## src/rtl/npuarc_alb_dmp_ibp_fifo_pkg.sv

```systemverilog
// Shared sizing helpers and handshake encoding for the DMP IBP FIFO.
// Used by npuarc_alb_dmp_ibp_fifo and npuarc_alb_dmp_ibp_fifo_mem.
package npuarc_alb_dmp_ibp_fifo_pkg;

  // Per-cycle pointer activity, packed as {push, pop}
  typedef enum logic [1:0] {
    IFOP_IDLE = 2'b00,
    IFOP_POP  = 2'b01,
    IFOP_PUSH = 2'b10,
    IFOP_BOTH = 2'b11
  } ifop_e;

  function automatic int ptr_width(input int depth);
    return $clog2(depth);
  endfunction

  function automatic int cnt_width(input int depth);
    return $clog2(depth) + 1;
  endfunction

  function automatic bit is_pow2(input int depth);
    return (depth >= 2) && ((depth & (depth - 1)) == 0);
  endfunction

endpackage

```

## src/rtl/npuarc_alb_dmp_ibp_fifo_mem.sv

```systemverilog
// DEPTH x WIDTH flop storage: one-hot per-entry write enable, async read mux.
// Holds no reset; contents are only meaningful behind the top-level pointers.
module npuarc_alb_dmp_ibp_fifo_mem
  import npuarc_alb_dmp_ibp_fifo_pkg::*;
#(
  parameter int WIDTH = 32,
  parameter int DEPTH = 4,
  parameter int PTR_W = 2
) (
  input  logic             clk,
  input  logic             wr_en,
  input  logic [PTR_W-1:0] wr_idx,
  input  logic [WIDTH-1:0] wr_data,
  input  logic [PTR_W-1:0] rd_idx,
  output logic [WIDTH-1:0] rd_data
);

  logic [WIDTH-1:0] mem_r [DEPTH];
  logic [DEPTH-1:0] we_s;

  // One-hot decode so each entry sees its own clock-gate enable
  always_comb begin
    we_s = {DEPTH{1'b0}};
    for (int e = 0; e < DEPTH; e++) begin
      we_s[e] = wr_en & (wr_idx == PTR_W'(e));
    end
  end

  // Entry flops, written only when selected
  always_ff @(posedge clk) begin
    for (int e = 0; e < DEPTH; e++) begin
      if (we_s[e]) begin
        mem_r[e] <= wr_data;
      end
    end
  end

  // Async read of the head entry
  always_comb begin
    rd_data = mem_r[rd_idx];
  end

endmodule

```

## src/rtl/npuarc_alb_dmp_ibp_fifo.sv

```systemverilog
// Multi-entry valid/ready FIFO for DMP IBP channels with count, almost-full and flush.
// Define NPUARC_IBP_FIFO_BYPASS_EN for the zero-latency empty bypass.
module npuarc_alb_dmp_ibp_fifo
  import npuarc_alb_dmp_ibp_fifo_pkg::*;
#(
  parameter int WIDTH     = 32,
  parameter int DEPTH     = 4,
  parameter int AFULL_LVL = 3
) (
  input  logic                     clk,
  input  logic                     rst_a,
  input  logic                     flush,
  input  logic                     i_valid,
  output logic                     i_ready,
  input  logic [WIDTH-1:0]         i_data,
  output logic                     o_valid,
  input  logic                     o_ready,
  output logic [WIDTH-1:0]         o_data,
  output logic [$clog2(DEPTH):0]   o_count,
  output logic                     o_afull
);

  localparam int PTR_W = ptr_width(DEPTH);
  localparam int CNT_W = cnt_width(DEPTH);
  localparam logic [PTR_W:0] PTR_ONE  = {{PTR_W{1'b0}}, 1'b1};
  localparam logic [PTR_W:0] PTR_ZERO = {(PTR_W+1){1'b0}};
  localparam logic [CNT_W-1:0] AFULL_C = CNT_W'(AFULL_LVL);

  if (!is_pow2(DEPTH)) begin : g_depth_chk
    $error("npuarc_alb_dmp_ibp_fifo: DEPTH must be a power of 2 and >= 2");
  end

  logic [PTR_W:0]   wr_ptr_r, rd_ptr_r;
  logic [PTR_W:0]   wr_ptr_nxt_s, rd_ptr_nxt_s;
  logic             empty_s, full_s;
  logic             rd_en_s, wr_en_s, push_s, pop_s, byp_s;
  logic [WIDTH-1:0] mem_rd_s;
  ifop_e            op_s;

  // Handshake: flush masks both sides so nothing moves in that cycle
  always_comb begin
    empty_s = (wr_ptr_r == rd_ptr_r);
    full_s  = (wr_ptr_r[PTR_W-1:0] == rd_ptr_r[PTR_W-1:0]) &&
              (wr_ptr_r[PTR_W] != rd_ptr_r[PTR_W]);
`ifdef NPUARC_IBP_FIFO_BYPASS_EN
    byp_s   = empty_s & i_valid & ~flush;
    o_valid = (~empty_s | i_valid) & ~flush;
    if (empty_s) begin
      o_data = i_data;
    end else begin
      o_data = mem_rd_s;
    end
`else
    byp_s   = 1'b0;
    o_valid = ~empty_s & ~flush;
    o_data  = mem_rd_s;
`endif
    rd_en_s = o_valid & o_ready;
    i_ready = (~full_s | rd_en_s) & ~flush;
    wr_en_s = i_valid & i_ready;
    // A bypassed beat that is consumed never touches storage or pointers
    push_s  = wr_en_s & ~(byp_s & o_ready);
    pop_s   = rd_en_s & ~empty_s;
  end

  // Pointer advance; read and write pointers move independently
  always_comb begin
    wr_ptr_nxt_s = wr_ptr_r;
    rd_ptr_nxt_s = rd_ptr_r;
    op_s = ifop_e'({push_s, pop_s});
    case (op_s)
      IFOP_IDLE: begin
        wr_ptr_nxt_s = wr_ptr_r;
        rd_ptr_nxt_s = rd_ptr_r;
      end
      IFOP_POP: begin
        rd_ptr_nxt_s = rd_ptr_r + PTR_ONE;
      end
      IFOP_PUSH: begin
        wr_ptr_nxt_s = wr_ptr_r + PTR_ONE;
      end
      IFOP_BOTH: begin
        wr_ptr_nxt_s = wr_ptr_r + PTR_ONE;
        rd_ptr_nxt_s = rd_ptr_r + PTR_ONE;
      end
      default: begin
        wr_ptr_nxt_s = wr_ptr_r;
        rd_ptr_nxt_s = rd_ptr_r;
      end
    endcase
  end

  // Pointer registers, cleared by reset or flush
  always_ff @(posedge clk or posedge rst_a) begin
    if (rst_a) begin
      wr_ptr_r <= PTR_ZERO;
      rd_ptr_r <= PTR_ZERO;
    end else if (flush) begin
      wr_ptr_r <= PTR_ZERO;
      rd_ptr_r <= PTR_ZERO;
    end else begin
      wr_ptr_r <= wr_ptr_nxt_s;
      rd_ptr_r <= rd_ptr_nxt_s;
    end
  end

  // Occupancy from the wrap-extended pointer difference; no input path
  always_comb begin
    o_count = wr_ptr_r - rd_ptr_r;
    o_afull = (o_count >= AFULL_C);
  end

  npuarc_alb_dmp_ibp_fifo_mem #(
    .WIDTH (WIDTH),
    .DEPTH (DEPTH),
    .PTR_W (PTR_W)
  ) u_mem (
    .clk     (clk),
    .wr_en   (push_s & ~flush),
    .wr_idx  (wr_ptr_r[PTR_W-1:0]),
    .wr_data (i_data),
    .rd_idx  (rd_ptr_r[PTR_W-1:0]),
    .rd_data (mem_rd_s)
  );

endmodule

```

## config.mk

```make
export PLATFORM = sky130hd
export DESIGN_NAME = npuarc_alb_dmp_ibp_fifo
export DESIGN_NICKNAME = d
export VERILOG_FILES = /design/src/rtl/npuarc_alb_dmp_ibp_fifo_pkg.sv /design/src/rtl/npuarc_alb_dmp_ibp_fifo_mem.sv /design/src/rtl/npuarc_alb_dmp_ibp_fifo.sv
export SDC_FILE = /design/constraint.sdc
export NUM_CORES = 1
export LEC_CHECK = 0
export BUFFER_PORTS_ARGS = -buffer_cell sky130_fd_sc_hd__buf_2
export CORE_MARGIN = 3
export CORE_UTILIZATION = 32
export DETAILED_ROUTE_END_ITERATION = 10
export PLACE_DENSITY = 0.55
export SLEW_MARGIN = 20
export SYNTH_ARGS = -nofsm -noshare
export SYNTH_HDL_FRONTEND = slang
export SYNTH_SLANG_ARGS = --single-unit
export TNS_END_PERCENT = 10
```

## constraint.sdc

```tcl
create_clock -name clk -period 3.6 [get_ports clk]
set_input_delay 0.18 -clock clk [delete_from_list [all_inputs] [get_ports clk]]
set_output_delay 0.18 -clock clk [all_outputs]
set_load 0.05 [all_outputs]
```

==> flow_summary.yaml <==
drt:
  avgRoutedWirePerCell_um: 17.47
  totalWireLength_um: 9925
  route.met2.wl_um: 4699
  wl_met1_um: 4691
  vias: 2539
  routed_via_density: 4.470
  drt-initial-drc-count: 111
  highest_layer: "met4"
  final_antenna_net_count: 0
  wl_met3_um: 467
  first_pass_iters: 4
  post-route-drc-count: 0
cts:
  cts-root-buf: "clkbuf_16"
  path_clk_slew_ns: 0.05
  cts_tree: "done"
  clock_sinks: 134
  cts_made_buffers: 17
  cts_max_level: 4
  cts_resized: 0
  cts.path.max_buffers: 2
  clkLatencyLatePin_ns: 0.41
timing:
  relSlewSlack_pct: 37.38
  finalCriticalPeriod_ns: 2.437
  fmax_ghz: 0.4103
  rsz0062_at_grt: "no"
  hold_ws_ns: 0.02027
  slew_viol_final: 0
  post-route-period-util_pct: 67.69
  fin_setup_tns_ns: 0
  setup_viol: 0
  worst_pin_slew_ns: 0.9393
  fin_skew_ns: 0.003717
  finalHoldViolCount: 0
min_path:
  hold_class: "primary input to flip-flop"
floorplan:
  die-area_um2: 17690
  fp.coreArea_um2: 15480
  initial_utilization_pct: 33.33
  rows: 45
  die_x_um: 133
  fp.dieH_um: 133
  io-pin-count: 75
placement:
  gp_congestion: 0.7761
  io_buffers: 74
  placedCellCount: 505
  dp_hpwl_um: 5877
pwr:
  p_per_area_nw_per_um2: 650.8
  power_mw: 4.321
  ir_worst_vdd_v: 0.0003537
  cellLeakagePower_nw: 2.301
global_routing:
  grt_pass1_vias: 2756
  grt_use_total_pct: 11.88
  grt_overflow: 0
  grt_pass1_wl_um: 15670
  grt_max_degree: 36
  antenna_found_initial: 0
cells_and_area:
  drive_gt1_share_pct: 40.34
  fin_nets: 390
  synthToLayoutAreaGrowth_pct: 28.65
  stdcell_count: 568
  n_antenna_cell: 0
  fin_util_pct: 42.88
synth:
  synth_area_leaders: "edfxtp_1, mux4_2, dfrtp_1, ha_1, buf_2"
  synth_top_area_share_pct: 74.47
  syn_avg_cell_area_um2: 22.64
  netlist_area_um2: 5161
  synth_warnings: 0
  synth_cell_type_count: 34
  synthesis.nets: 273
  ys_seq_area_share_pct: 77.38
  synth_cells: 228
  synth_top_area_cell: "edfxtp_1"
  ys_ff_latch: 134
setup_path:
  worstSetupStartpointType: "flip-flop"
  critical_path_arrival_ns: 2.46
  worstPathMaxFanout: 32
  worstSetupPathType: "flip-flop to flip-flop"
  end_kind: "flip-flop"
  required_ns: 3.63
run:
  drv_cap: 0
outcome:
  outcome: "completed"
==> path summary, 6_finish.rpt <==
kind | from | endpoint | slack (ns) | cells past startpoint
worst max-delay path | wr_ptr_r[0] | u_mem.mem_r[2][4] | 1.16 | 5
worst min-delay path | i_data[30] | u_mem.mem_r[2][30] | 0.02 | 1
worst max register to register | wr_ptr_r[0] | u_mem.mem_r[2][4] | 1.16 | 5
worst min register to register | wr_ptr_r[2] | wr_ptr_r[2] | 0.65 | 1
max in group asynchronous | rst_a | rd_ptr_r[1] | 3.17 | 3
min in group asynchronous | rst_a | wr_ptr_r[1] | 0.22 | 3
==> power breakdown <==
part / switching [mW] / internal, mW / total [mW]
registers: 0.0147 / 1.77 / 1.78
logic: 0.650 / 0.292 / 0.942
clock network: 0.595 / 1.00 / 1.60
total: 1.26 / 3.06 / 4.32
==> layout make-up <==
type	instances	area, um2
fill	1377	8843
sequential	134	3996
multi-input combinational	76	1097
timing repair buffer	108	705.7
clock buffer	20	436.7
tap	211	264.0
clock inverter	11	110.1
inverter	8	30.03
==> cell usage after synthesis <==
cell       number
nor2_1          4
buf_2           6
and4bb_2        1
nand2_1         4
mux2_4          1
xor2_1          1
a211o_1         1
mux2_2          1
nor4bb_1        1
o311a_2         1
dfrtp_1         6
a311o_1         1
ha_1            7
fa_1            1
o31a_2          1
nor2b_1         1
and2_1          4
inv_1           8
o21a_1          1
a21o_1          1
o21ai_0         1
mux4_2         32
clkbuf_1        4
o2111ai_1       1
xnor2_1         2
o311ai_0        1
edfxtp_1      128
a21oi_1         1
o31a_1          1
mux2i_1         1
or2b_1          1
nor3_1          1
a31oi_1         1
o31ai_1         1
==> cells in the final DEF (no fill, tap or decap), types with 2 or more instances in the layout <==
cell	synthesis	routed
xnor2_1	2	2
buf_4	0	2
dfrtp_2	0	2
clkbuf_1	4	3
buf_2	6	74
ha_1	7	7
edfxtp_1	128	128
nor2_1	4	4
bufinv_16	0	2
mux4_2	32	32
dfrtp_1	6	4
clkbuf_16	0	17
clkinv_1	0	3
clkinvlp_4	0	2
nand2_1	4	4
clkinv_2	0	3
inv_1	8	8
and2_2	0	4
dlygate4sd3_1	0	32
==> through the flow <==
step,cell area [um2],setup slack (ns)
2_1_floorplan,5161,0.8181
3_3_place_gp,5773,1.219
3_5_place_dp,5773,1.145
4_1_cts,6640,1.112
5_1_grt,6640,0.9951
6_report,6640,1.163
==> timing repair <==
item	CTS	global route
endpoints found under the setup margin	0	0
endpoints found under the hold margin	130	0
buffers inserted	0	0
hold buffers	32	0
==> registers in the layout, indices dropped and copies added, names as in the netlist <==
| register | count |
|---|---|
| u_mem.mem_r | 128 |
| rd_ptr_r | 3 |
| wr_ptr_r | 3 |
==> logic make-up after synthesis <==
logic type                 Yosys count  share of synthesized area [%]
adders and majority gates            8                          2.085
buffers and inverters               18                          1.455
and+or+nand+nor                     17                          1.866
xor gates and xnor gates             3                         0.5092
DFF                                134                          77.38
muxes                               35                          14.67
AOI/OAI and AO/OA                   13                          2.037
==> per-layer routing <==
metal,vias up,track usage (%)
met2,67,17.86
met1,1286,16.04
li1,1180,-
met5,-,0
met4,0,3.984
met3,6,4.411
==> worst max-delay path: stages (launching register included) <==
cell and delay [ns]:
dfrtp_1 0.39, inv_1 0.11, ha_1 0.33, nand2_1 0.22
o311a_2 0.22, and2_2 0.77
No activity file was read; power rests on OpenSTA's default activity.
